--- src/rtl/bin_to_bcd_seq.sv ---
// Sequential binary-to-BCD converter (double dabble, one shift per clock).
// Define BIN2BCD_BLANK_EN to add the registered leading-zero blank mask.

module bcd_add3 (
  input  logic [3:0] nib,
  output logic [3:0] adj
);
  assign adj = (nib >= 4'd5) ? nib + 4'd3 : nib;
endmodule

module bin_to_bcd_seq #(
  parameter int WIDTH  = 8,
  parameter int DIGITS = 3
) (
  input  logic                  clk,
  input  logic                  rst_n,
  input  logic                  start,
  input  logic [WIDTH-1:0]      bin_in,
  output logic                  busy,
  output logic                  done,
  output logic [4*DIGITS-1:0]   bcd_out,
  output logic [DIGITS-1:0]     blank
);
  localparam int CW = $clog2(WIDTH+1);
  localparam int BW = 4*DIGITS;

  typedef enum logic {IDLE, SHIFT} state_t;

  state_t              state, state_nxt;
  logic [BW-1:0]       bcd, bcd_adj, result;
  logic [WIDTH-1:0]    bin;
  logic [CW-1:0]       cnt;
  logic [BW+WIDTH-1:0] shifted;
  logic                load, last;

  for (genvar g = 0; g < DIGITS; g++) begin : g_dig
    bcd_add3 u_add3 (.nib(bcd[4*g +: 4]), .adj(bcd_adj[4*g +: 4]));
  end

  // The top adjusted bit falls off the shift; it is always 0 for legal sizes.
  assign shifted = {bcd_adj, bin} << 1;
  assign result  = shifted[BW+WIDTH-1 -: BW];
  assign busy    = (state == SHIFT);

  always_comb begin
    state_nxt = state;
    load      = 1'b0;
    last      = 1'b0;
    case (state)
      IDLE:  if (start) begin
               load      = 1'b1;
               state_nxt = SHIFT;
             end
      SHIFT: if (cnt == CW'(1)) begin
               last      = 1'b1;
               state_nxt = IDLE;
             end
      default: state_nxt = IDLE;
    endcase
  end

  always_ff @(posedge clk) begin
    if (!rst_n) begin
      state   <= IDLE;
      bcd     <= '0;
      bin     <= '0;
      cnt     <= '0;
      done    <= 1'b0;
      bcd_out <= '0;
    end else begin
      state <= state_nxt;
      done  <= last;
      if (load) begin
        bcd <= '0;
        bin <= bin_in;
        cnt <= CW'(WIDTH);
      end else if (state == SHIFT) begin
        {bcd, bin} <= shifted;
        cnt        <= cnt - CW'(1);
      end
      if (last) bcd_out <= result;
    end
  end

`ifdef BIN2BCD_BLANK_EN
  logic [DIGITS-1:0] blank_nxt;
  logic              hi_zero;

  // Walk down from the top digit; a digit blanks while everything above it is zero.
  always_comb begin
    blank_nxt = '0;
    hi_zero   = 1'b1;
    for (int i = DIGITS-1; i >= 1; i--) begin
      hi_zero      = hi_zero & (result[4*i +: 4] == 4'd0);
      blank_nxt[i] = hi_zero;
    end
  end

  always_ff @(posedge clk) begin
    if (!rst_n)    blank <= {{(DIGITS-1){1'b1}}, 1'b0};
    else if (last) blank <= blank_nxt;
  end
`else
  assign blank = '0;
`endif

endmodule

--- config.mk ---
export PLATFORM = sky130hd
export DESIGN_NAME = bin_to_bcd_seq
export DESIGN_NICKNAME = d
export VERILOG_FILES = /design/src/rtl/bin_to_bcd_seq.sv
export SDC_FILE = /design/constraint.sdc
export NUM_CORES = 1
export LEC_CHECK = 0
export ABC_CLOCK_PERIOD_IN_PS = 1300
export CAP_MARGIN = 0
export CORE_MARGIN = 2
export CORE_UTILIZATION = 25
export CTS_BUF_LIST = sky130_fd_sc_hd__clkbuf_4
export CTS_CLUSTER_DIAMETER = 80
export CTS_CLUSTER_SIZE = 25
export DETAILED_ROUTE_END_ITERATION = 8
export SYNTH_ARGS = -nofsm -noshare
export SYNTH_HDL_FRONTEND = slang
export SYNTH_SLANG_ARGS = --single-unit
--- constraint.sdc ---
create_clock -name clk -period 1.3 [get_ports clk]
set_input_delay 0.195 -clock clk [delete_from_list [all_inputs] [get_ports clk]]
set_output_delay 0.195 -clock clk [all_outputs]
set_load 0.02 [all_outputs]
### Yosys cells after proc, flatten, opt, wreduce, memory -nomap -nowiden

Cells that the tools add are included.

| operators by class | value |
|---|---|
| bitwise gates (word level) | 2 |
| add/sub/neg operators | 4 |
| multiplexer cells | 13 |
| magnitude comparators | 3 |
| equality and inequality tests | 1 |
| reductions and logical operators | 2 |

Operators with widths:

| kind | number |
|---|---|
| 4-bit 2-to-1 mux | 4 |
| 8-bit 2-to-1 mux | 2 |
| 4-bit by 3-bit greater-or-equal comparator with 1-bit output, second input constant | 3 |
| 4-bit by 2-bit adder with 4-bit output, second input constant | 2 |
| 1-bit 2-to-1 mux | 5 |
| 4-bit by 1-bit equality test with 1-bit output, second input constant | 1 |
| 4-bit by 1-bit subtractor with 4-bit output, second input constant | 1 |
| 3-bit by 2-bit adder with 3-bit output, second input constant | 1 |
| 3-bit 2-to-1 mux | 1 |
| 1-bit inverter | 2 |
| 1-bit case mux with 2 select lines | 1 |
| 2-bit nonzero test | 1 |
| 2-bit OR reduction | 1 |

| storage, ports and cells | value |
|---|---|
| input bits | 11 |
| output and inout port bits | 17 |
| register bits after elaboration | 38 |

### Depth between registers and ports, before layout

Gate-level depths: netlist (run 1).

| depth | value |
|---|---|
| depth in word-level cells | 3 |
| gate-level depth with buffers | 7 |

### Cells and area by module

Synthesis (run 1) repeated with hierarchy kept, for this count alone.

| unflattened totals | value |
|---|---|
| cells, all modules | 186 |
| area total of the unflattened synthesis | 1,765.4 sq um |

By module, submodules not included:

| module | instances | area each (sq um) | cells each |
|---|---|---|---|
| bin_to_bcd_seq | 1 | 1,461.4 | 138 |
| bcd_add3 | 3 | 101.3 | 16 |

### Least setup slack after synthesis (run 1)

OpenSTA, ideal clock, no wires.

| path | value |
|---|---|
| path kind | register to register |
| start | register bcd[1] |
| end | register bcd_out[2] |
| period minus slack after synthesis | 1.357 ns |
| path slack | -0.057 ns |
| cell stages (with the launch flop) | 7 |
| data arrival time | 1.242 ns |
| buffers on the path | 0 |
| cells stage by stage | dfxtp_1 -> inv_1 -> ha_1 -> nand2b_1 -> a21oi_2 -> mux2i_1 -> o21ai_2 |

| on the way | value |
|---|---|
| cells in the longest elaborated chain, start to end | 2 |
| elaborated cells between the ends (all ways) | 3 |
| those cells by class | add/sub: 1; order compare: 1; mux: 1 |

RTL lines:

| element | RTL line | text |
|---|---|---|
| start: declaration | 30 | `logic [BW-1:0] bcd, bcd_adj, result;` |
| start signal: assignment | 78 | `{bcd, bin} <= shifted;` |
| 4-bit by 2-bit adder with 4-bit output or 4-bit by 3-bit greater-or-equal comparator with 1-bit output (tied branches) | 8 | `assign adj = (nib >= 4'd5) ? nib + 4'd3 : nib;` |
| 4-bit 2-to-1 mux * | 8 |  |
| end signal: assignment | 81 | `if (last) bcd_out <= result;` |
| end: declaration | 21 | `output logic [4*DIGITS-1:0] bcd_out,` |

Mark *: on every way between the ends. The rest lies on a longest branch, timed or not.
A chain may end at the register's enable or synchronous reset.

### Final worst setup path (run 1)

| path | value |
|---|---|
| start | register bcd[9] |
| end | register bcd[10] |

| on the way | value |
|---|---|
| cells in the longest elaborated chain, start to end | 2 |
| elaborated cells between the ends (all ways) | 3 |
| those cells by class | add/sub: 1; order compare: 1; mux: 1 |

RTL lines:

| element | RTL line |
|---|---|
| 4-bit by 3-bit greater-or-equal comparator with 1-bit output or 3-bit by 2-bit adder with 3-bit output (tied branches) | 8 |
| 3-bit 2-to-1 mux * | 8 |

Marks and branches as above.

==> results of run 1 <==
## stage by stage
step	utilization [%]	hold WS, ps	setup slack [ps]
CTS	35.79	455.3	-43.37
global placement	33.52	438.2	-89.34
global route	37.36	476.0	-146.0
floorplan	-	301.9	2.574
finish	37.36	448.3	-58.57
detailed placement	33.52	443.0	-105.6
## worst max-delay path: stages, from the launching register on
cell and delay [ps]:
dfxtp_2 360, inv_2 50, ha_1 170, nand2b_4 150, a21bo_1 180, a221oi_2 260
nor3_2 80
## layout make-up
cell class	count	area, um2
inverters	13	51.30
fillers	772	4543
multi-input cells	146	1171
clock inverters	2	8.758
well taps	99	123.9
clock buffers	6	45.04
repair buffers	57	533.0
flip-flops and latches	38	777.0
## state kept, by name (all words and copies together) (netlist names)
signal   count
bcd         12
bcd_out     12
bin          8
busy         1
cnt          4
done         1
## cells by family (layout without fill, tap and decap cells)
group                      after synthesis  count (layout)  share of synthesized area (%)
muxes                                   12              12                          6.422
buffers and inverters                   26              78                          7.023
AOI/OAI and AO/OA                       53              53                          19.40
other                                    1               3                         0.2005
and+or+nand+nor                         64              64                          18.13
DFF                                     38              38                          40.67
xor gates and xnor gates                 6               6                          2.809
adders and majority gates                8               8                          5.351
## power groups by stage
| stage | Combinational [mW] | Sequential, mW | Clock, mW |
|---|---|---|---|
| final | 0.407 | 1.23 | 0.606 |
| after global routing | 0.452 | 1.23 | 0.715 |
| after CTS | 0.383 | 1.23 | 0.650 |
| after detailed placement | 0.355 | 1.25 | 0 |
| after global placement | 0.351 | 1.25 | 0 |
| after floorplan | 0.216 | 1.25 | 0 |
## final timing paths
kind / slack (ps) / depth (start not counted) / from / to
worst max-delay path: -60 / 6 / bcd[9]$_SDFFE_PP0P_ / bcd[10]$_SDFFE_PP0P_
worst min-delay path: 450 / 2 / bcd_out[5]$_SDFFE_PN0P_ / bcd_out[5]$_SDFFE_PN0P_
worst max register to register: -60 / 6 / bcd[9]$_SDFFE_PP0P_ / bcd[10]$_SDFFE_PP0P_
worst min register to register: 450 / 2 / bcd_out[5]$_SDFFE_PN0P_ / bcd_out[5]$_SDFFE_PN0P_
## timing repair
action | in CTS | in global routing
setup buffers | 2 | 2
pin swaps | 12 | 18
gates resized for setup | 37 | 30
endpoints found under the setup margin | 30 | 28
## Yosys cell counts, drive strengths merged (5+ instances only)
cell	count	area (um2)
ha	8	100.1
xnor2	5	43.79
mux2i	12	120.1
nand2b	6	37.54
buf	12	78.83
dfxtp	38	760.7
inv	13	48.79
nand2	26	105.1
and2	7	43.79
o21ai	26	175.2
a21oi	14	81.33
nor2	7	26.28
## routing by layer
| metal | global-route usage (%) | vias up | routed length, um |
|---|---|---|---|
| met2 | 17.66 | 21 | 1992 |
| met5 | 0 | - | 0 |
| li1 | - | 813 | - |
| met1 | 12.14 | 725 | 1769 |
| met4 | 3.077 | 0 | 23 |
| met3 | 2.671 | 2 | 144 |
==> results.md, run 1 <==
- Number of port buffers: 24
- Syn Inst Count: ~210
- Tcrit/Tclk final: 104.5%
- H-tree depth: 2
- Maxcap violations: 0
- Bufs on Longest Clock Path: 2
- Synth cell types: 38
- Clock latency on the worst-skew pair: 330 ps
- Initial drt markers: 20
- Final hold violation count: 0
- Switching part of the total: 26.74%
- Rows: 31
- CTS Sinks: 38
- Drt first pass iters: 4
- Net switching power: roughly 0.60 mW
- Die height: roughly 91 um
- Avg Inst Size Synth: around 9 um2
- Routed vias: roughly 1,600
- Largest net degree at the start of global routing: 22
- Outcome: finished, violations left
- Total internal power: between 1.5 and 2 mW
- Sequential power share: between 50% and 60%
- Initial Util: about a quarter
- Worst VDD drop: ~430 uV
- Crit path kind: reg2reg
- Number of flops mapped to enable cells by yosys: 0
- Number of synthesized register bits: 38
- RSZ-0062 raised after global routing: yes
- Crit path time final: 1359 ps
- Most common cell after layout, fill and taps aside: dfxtp_1
- DRT antenna net count: 0
- CTS tree: yes
- Vias in the first global route: between 1,500 and 2,000
- P&R area growth vs syn: 44.88%
- Detailed placement HPWL: between 2000 and 3000 um
- Final instance area: ~2700 um2
- Die X: ~91 um
- Ys flop type: dfxtp_1
- Diode count: 0
- Async set-reset flop share out of synthesis: 0%
- FMAX: ~740 MHz
- Final worst slack: -58.57 ps
- Global-route wire length before repair: 6879 um
- Setup crit start kind: flop
- Final TNS setup: -102.7 ps
- Slew Viols, Final: 0
- Hold_buf cts: 0
- Critical Path Fanout Max: 2
- Seq/Total Area, Yosys: between 40 and 50%
- DR WL/cell: about 11 um
- CP Capture Type: flop
- Post-Syn Area: 1871 um2
- Skew final: ~13 ps
- Placed cells: between 300 and 400
- Total global-route track usage: approximately a tenth
- Share of layout cells above drive strength 1: 38.55%
- Total congestion overflow: 0
- Routed wire length: between 3000 and 4000 um
- PwrDens: 826.9 nW/um2
- IO Count: 28
- Final setup viols: 5
- Pleak: roughly 1.1 nW
- DR vias/cell: 4.324
- Post-Layout Cell Count: about 360
- CTS root buffer: clkbuf_4
- Cell Area, Placed: roughly 2400 um2
- Data required, critical path: roughly 1500 ps
- Core area: roughly 7300 um2
- Worst Hold Class: reg2reg
- Antenna violations before repair: 0
- Gpl congestion: approximately 0.75
- Power after layout: about 2.2 mW
- Yosys warning count: 0
- Failing checks: setup timing
- Critical Path AT: around 1600 ps
- Combinational share of power: between 10% and 20%
- Clk slew on worst S/H paths: about 120 ps
- Die ar.: ~8000 um2
- DRC: 0
- Layout Nets: 280
- Clk pwr share: a little over a quarter
- Commonest non-fill, non-tap cells in the layout: 29 x dfxtp_1, 25 x buf_4, 24 x nand2_1
- CTS Buf Count: 5
Power figures use the tool's default switching activity.
==> run 2: changes to the inputs <==
--- a/config.mk
+++ b/config.mk
@@ -8,11 +8,12 @@
 export ABC_CLOCK_PERIOD_IN_PS = 1300
 export CAP_MARGIN = 0
 export CORE_MARGIN = 2
-export CORE_UTILIZATION = 25
+export CORE_UTILIZATION = 50
 export CTS_BUF_LIST = sky130_fd_sc_hd__clkbuf_4
 export CTS_CLUSTER_DIAMETER = 80
 export CTS_CLUSTER_SIZE = 25
 export DETAILED_ROUTE_END_ITERATION = 8
+export PLACE_DENSITY = 0.78
 export SYNTH_ARGS = -nofsm -noshare
 export SYNTH_HDL_FRONTEND = slang
 export SYNTH_SLANG_ARGS = --single-unit
==> run 2 against run 1 <==
  * The run still ends with setup timing left
  * Critical path type unchanged
  * Critical endpoint unchanged
  * Combinational power is essentially flat
  * Sequential power about the same
  * Die area decreased by 48%
  * Power increased by 0.86%
  * Worst setup slack improved by 0.88 ps
==> results.md, run 2 (synthesis gave the netlist of run 1 again) <==
- Outcome: finished, violations left (unchanged)
- Failing checks: setup timing (unchanged)
- DRC: 0 (unchanged)
- Total congestion overflow: 0 (unchanged)
- Gpl congestion: 0.8622 (was 0.7522)
- P&R area growth vs syn: 43.41% (was 44.88%)
- Commonest non-fill, non-tap cells in the layout: 30 x buf_4, 29 x dfxtp_1, 25 x nand2_1, 13 x dlygate4sd2_1 (was 29 x dfxtp_1, 25 x buf_4, 24 x nand2_1)
- Core area: 3633 um2 (was 7253 um2)
- Detailed placement HPWL: 2681 um (was 2690 um)
- CTS tree: yes (unchanged)
- Crit path time final: 1358 ps (was 1359 ps)
- Combinational share of power: 18.0% (was 18.2%)
- Total internal power: 1.636 mW (was 1.642 mW)
- PwrDens: 842.6 nW/um2 (was 826.9 nW/um2)
- Number of port buffers: 24 (unchanged)
- Crit path kind: reg2reg (unchanged)
- Final setup viols: 5 (unchanged)
- Switching part of the total: 27.60% (was 26.74%)
- FILL cells: 258 (was 772)
- CTS Sinks: 38 (unchanged)
- Final hold violation count: 0 (unchanged)
- Critical Path Fanout Max: 3 (was 2)
- Clock latency on the worst-skew pair: 360 ps (was 330 ps)
- Maxcap violations: 0 (unchanged)
- Total global-route track usage: 20.67% (was 10.13%)
- Post-Layout Cell Count: 313 (was 361)
- DRT antenna net count: 0 (unchanged)
- Skew final: 10.89 ps (was 12.77 ps)
- Share of layout cells above drive strength 1: 39.25% (was 38.55%)
- DR vias/cell: 5.134 (was 4.324)
- Tcrit/Tclk final: 104.4% (was 104.5%)
- Final instance area: 2683 um2 (was 2710 um2)
- CTS Buf Count: 5 (unchanged)
- Routed wire length: 4138 um (was 3930 um)
- Final worst slack: -57.69 ps (was -58.57 ps)
- IO Count: 28 (unchanged)
- Clk pwr share: 27.5% (was 27.0%)
- RSZ-0062 raised after global routing: yes (unchanged)
- Data required, critical path: 1550 ps (was 1510 ps)
- Most common cell after layout, fill and taps aside: buf_4 (was dfxtp_1)
- Pleak: 1.116 nW (was 1.097 nW)
- Critical Path AT: 1600 ps (was 1570 ps)
- Die height: 65.17 um (was 90.50 um)
- Bufs on Longest Clock Path: 2 (unchanged)
- Layout Nets: 283 (was 280)
- Setup crit start kind: flop (unchanged)
- Diode count: 0 (unchanged)
- Drt first pass iters: 4 (unchanged)
- Placed cells: 304 (was 350)
- Initial drt markers: 61 (was 20)
- H-tree depth: 2 (unchanged)
- Power after layout: 2.260 mW (was 2.241 mW)
- Die ar.: 4246 um2 (was 8190 um2)
- Slew Viols, Final: 0 (unchanged)
- Largest regs: bcd (12), bcd_out (12), bin (8) (unchanged)
- Initial Util: 51.48% (was 25.79%)
- Global-route wire length before repair: 6734 um (was 6879 um)
- Routed vias: 1,607 (was 1,561)
- Cell Area, Placed: 2405 um2 (was 2431 um2)
- CTS root buffer: clkbuf_4 (unchanged)
- Vias in the first global route: 1,564 (was 1,515)
- Largest net degree at the start of global routing: 23 (was 22)
- Net switching power: 0.6239 mW (was 0.5994 mW)
- Clk slew on worst S/H paths: 120 ps (about the same)
- Hold_buf cts: 0 (unchanged)
- Rows: 22 (was 31)
- CP Capture Type: flop (unchanged)
- Worst Hold Class: reg2reg (unchanged)
- DR WL/cell: 13.22 um (was 10.89 um)
- Die X: 65.17 um (was 90.50 um)
- Fin util: 73.83% (was 37.36%)
- Worst VDD drop: 627.0 uV (was 432.6 uV)
- Antenna violations before repair: 0 (unchanged)
- WHS: 450.1 ps (was 448.3 ps)
- FMAX: 736.5 MHz (was 736.1 MHz)
- Sequential power share: 54.5% (was 54.8%)
-- run 2: power by group through the flow --
stage | Sequential, mW | Combinational, mW | Clock (mW)
floorplan | 1.25 | 0.216 | 0
global placement | 1.25 | 0.343 | 0
detailed placement | 1.25 | 0.353 | 0
CTS | 1.23 | 0.387 | 0.629
global route | 1.24 | 0.443 | 0.686
finish | 1.23 | 0.407 | 0.621
-- run 2: critical path, stage by stage, from the launching register on --
cell      delay [ps]
dfxtp_2          400
inv_2             70
ha_4             270
inv_2             30
a21bo_1          160
a221oi_2         240
nor3_1            80
-- run 2: routing by layer --
layer  part of all wire [%]  vias to the layer above  routed length [um]  global-route usage, %
li1                       -                      812                   -                      -
met1                     41                      756                1690                  21.64
met2                     54                       33                2247                  38.65
met3                    3.0                        6                 125                  5.651
met4                    1.8                        0                  74                  8.333
met5                      0                        -                   0                      0
-- run 2: layout make-up --
type                       count  area (um2)  area share, %
clock buffer                   6       45.04          1.679
clock inverter                 2       8.758         0.3265
inverter                      13       53.80          2.006
multi-input combinational    146        1194          44.50
sequential                    38       777.0          28.96
tap                           48       60.06          2.239
timing repair buffer          60       544.3          20.29
-- run 2: final timing paths --
kind	start	to	slack [ps]	depth (start not counted)
setup / recovery	bcd[8]$_SDFFE_PP0P_	bcd[10]$_SDFFE_PP0P_	-60	6
hold / removal	bcd_out[5]$_SDFFE_PN0P_	bcd_out[5]$_SDFFE_PN0P_	450	2
setup reg to reg	bcd[8]$_SDFFE_PP0P_	bcd[10]$_SDFFE_PP0P_	-60	6
hold reg to reg	bcd_out[5]$_SDFFE_PN0P_	bcd_out[5]$_SDFFE_PN0P_	450	2
-- run 2: stage by stage --
stage	TNS (ps)	setup WS [ps]
6_report	-124.2	-57.69
3_3_place_gp	-1729	-111.3
4_1_cts	-85.81	-57.00
2_1_floorplan	0	2.574
3_5_place_dp	-2070	-146.9
5_1_grt	-576.8	-144.4
-- run 2: repair_timing --
item	CTS	global route
endpoints found under the hold margin	0	0
cloned	0	0
endpoints found under the setup margin	30	23
resized for setup	50	17
setup buffers	0	1
pin swaps	12	12
==> run 3: changes to the inputs <==
--- a/config.mk
+++ b/config.mk
@@ -13,7 +13,8 @@
 export CTS_CLUSTER_DIAMETER = 80
 export CTS_CLUSTER_SIZE = 25
 export DETAILED_ROUTE_END_ITERATION = 8
-export PLACE_DENSITY = 0.78
+export PLACE_DENSITY = 0.83
 export SYNTH_ARGS = -nofsm -noshare
 export SYNTH_HDL_FRONTEND = slang
 export SYNTH_SLANG_ARGS = --single-unit
+export TNS_END_PERCENT = 100
==> run 3 against run 2 <==
  * The flow still finishes with violations (setup timing)
  * Critical path depth unchanged
  * Global-route usage increased by 1.3 points
  * Fmax shrank 3.7%
  * Largest power group unchanged
  * Critical endpoint is now bcd_out[6]$_SDFFE_PN0P_
==> results.md, run 3 (synthesis gave the netlist of run 1 again) <==
- DRT antenna net count: 0 (unchanged)
- Worst hold path depth: 2 (unchanged)
- Rows: 22 (unchanged)
- Share of layout cells above drive strength 1: 42.64% (was 39.25%)
- FILL cells: 245 (was 258)
- Switching part of the total: 27.28% (was 27.60%)
- Combinational share of power: 19.4% (was 18.0%)
- Net switching power: 0.6271 mW (was 0.6239 mW)
- CTS Sinks: 38 (unchanged)
- Final TNS setup: -739.6 ps (was -124.2 ps)
- Total global-route track usage: 21.97% (was 20.67%)
- Die ar.: 4246 um2 (unchanged)
- Layout Nets: 284 (was 283)
- Skew final: 14.45 ps (was 10.89 ps)
- P&R area growth vs syn: 47.36% (was 43.41%)
- DR WL/cell: 17.10 um (was 13.22 um)
- Diode count: 0 (unchanged)
- Gpl congestion: 0.8234 (was 0.8622)
- CP Capture Type: flop (unchanged)
- Pleak: 1.157 nW (was 1.116 nW)
- Core area: 3633 um2 (unchanged)
- Slew Viols, Final: 0 (unchanged)
- CTS tree: yes (unchanged)
- IO Count: 28 (unchanged)
- Clk slew on worst S/H paths: 110 ps (was 120 ps)
- Worst Hold Class: reg2reg (unchanged)
- Detailed placement HPWL: 2727 um (was 2681 um)
- Global-route wire length before repair: 7182 um (was 6734 um)
- Maxcap violations: 0 (unchanged)
- Drt first pass iters: 4 (unchanged)
- Bufs on Longest Clock Path: 2 (unchanged)
- Final hold violation count: 0 (unchanged)
- Initial Util: 51.48% (unchanged)
- Crit path time final: 1410 ps (was 1358 ps)
- Commonest non-fill, non-tap cells in the layout: 30 x dfxtp_1, 29 x buf_4, 17 x nand2_1, 13 x dlygate4sd2_1, 12 x o21ai_2 (was 30 x buf_4, 29 x dfxtp_1, 25 x nand2_1, 13 x dlygate4sd2_1)
- Critical Path Fanout Max: 3 (unchanged)
- Outcome: finished, violations left (unchanged)
- Failing checks: setup timing (unchanged)
- Final worst slack: -109.7 ps (was -57.69 ps)
- Routed vias: 1,715 (was 1,607)
- Total congestion overflow: 0 (unchanged)
- Initial drt markers: 143 (was 61)
- Clock latency on the worst-skew pair: 340 ps (was 360 ps)
- Total internal power: 1.671 mW (was 1.636 mW)
- Number of port buffers: 24 (unchanged)
- Tcrit/Tclk final: 108.4% (was 104.4%)
- Die height: 65.17 um (unchanged)
- Crit path kind: reg2reg (unchanged)
- DR vias/cell: 5.479 (was 5.134)
- Largest net degree at the start of global routing: 17 (was 23)
- PwrDens: 833.9 nW/um2 (was 842.6 nW/um2)
- FMAX: 709.4 MHz (was 736.5 MHz)
- Storage element area: 778.2 um2 (was 777.0 um2)
- Hold_buf cts: 0 (unchanged)
- Critical Path AT: 1650 ps (was 1600 ps)
- H-tree depth: 2 (unchanged)
- Setup crit start kind: flop (unchanged)
- Multi-input gate area: 1231 um2 (was 1194 um2)
- Die X: 65.17 um (unchanged)
- CTS Buf Count: 5 (unchanged)
- Worst VDD drop: 498.4 uV (was 627.0 uV)
- Most common cell after layout, fill and taps aside: dfxtp_1 (was buf_4)
- Sequential power share: 53.6% (was 54.5%)
- Setup slack at placement: -143.0 ps (was -146.9 ps)
- Data required, critical path: 1540 ps (was 1550 ps)
- Largest regs: bcd (12), bcd_out (12), bin (8) (unchanged)
- Clk pwr share: 27.1% (was 27.5%)
- WHS: 461.6 ps (was 450.1 ps)
- Routed wire length: 5353 um (was 4138 um)
- Vias in the first global route: 1,641 (was 1,564)
- R2R depth: 6 (unchanged)
- CTS root buffer: clkbuf_4 (unchanged)
- Antenna violations before repair: 0 (unchanged)
- Final setup viols: 15 (was 5)
- RSZ-0062 raised after global routing: yes (unchanged)
- DRC: 0 (unchanged)
## run 3: cell type report
class                           instances  area share, %
Sequential cell                        38          28.23
Clock buffer                            7          1.906
Timing Repair Buffer                   61          20.88
Multi-Input combinational cell        146          44.67
Tap cell                               48          2.179
Inverter                               13          2.133
## run 3: metal layers
metal / part of all wire (%) / up-vias / GRT usage (%)
li1: - / 807 / -
met1: 40 / 838 / 25.95
met2: 53 / 56 / 39.29
met3: 4.2 / 14 / 4.110
met4: 2.8 / 0 / 8.333
met5: 0 / - / 0
## run 3: stage by stage
step	cells	power, mW	instance area (um2)	util [%]
3_3_place_gp	296	1.590	2357	64.88
4_1_cts	306	2.234	2542	69.97
6_report	313	2.299	2756	75.86
5_1_grt	313	2.392	2756	75.86
2_1_floorplan	210	1.467	1887	-
3_5_place_dp	296	1.602	2357	64.88
## run 3: what timing repair did
| item | CTS | global route |
|---|---|---|
| pin swaps | 7 | 19 |
| endpoints found under the setup margin | 29 | 21 |
| hold endpoints to repair | 0 | 0 |
| gates cloned | 0 | 1 |
| gates resized for setup | 43 | 40 |
| buffers inserted | 3 | 6 |
## run 3: power groups by stage
stage	sequential, mW	combinational (mW)	clock [mW]
4_1_cts	1.23	0.379	0.627
3_5_place_dp	1.25	0.351	0
6_report	1.23	0.445	0.622
2_1_floorplan	1.25	0.216	0
3_3_place_gp	1.25	0.339	0
5_1_grt	1.24	0.477	0.679
## run 3: critical path, cell delays in order, from the launching register on
cell	delay (ps)
dfxtp_2	380
inv_2	70
ha_4	170
nand2b_4	150
a21oi_4	210
mux2i_2	280
o21ai_2	60
## run 3: path summary, 6_finish.rpt
kind | from | end | slack [ps]
worst max-delay path | bcd[5]$_SDFFE_PP0P_ | bcd_out[6]$_SDFFE_PN0P_ | -110
worst max register to register | bcd[5]$_SDFFE_PP0P_ | bcd_out[6]$_SDFFE_PN0P_ | -110
worst min-delay path | bcd_out[2]$_SDFFE_PN0P_ | bcd_out[2]$_SDFFE_PN0P_ | 460
worst min register to register | bcd_out[2]$_SDFFE_PN0P_ | bcd_out[2]$_SDFFE_PN0P_ | 460
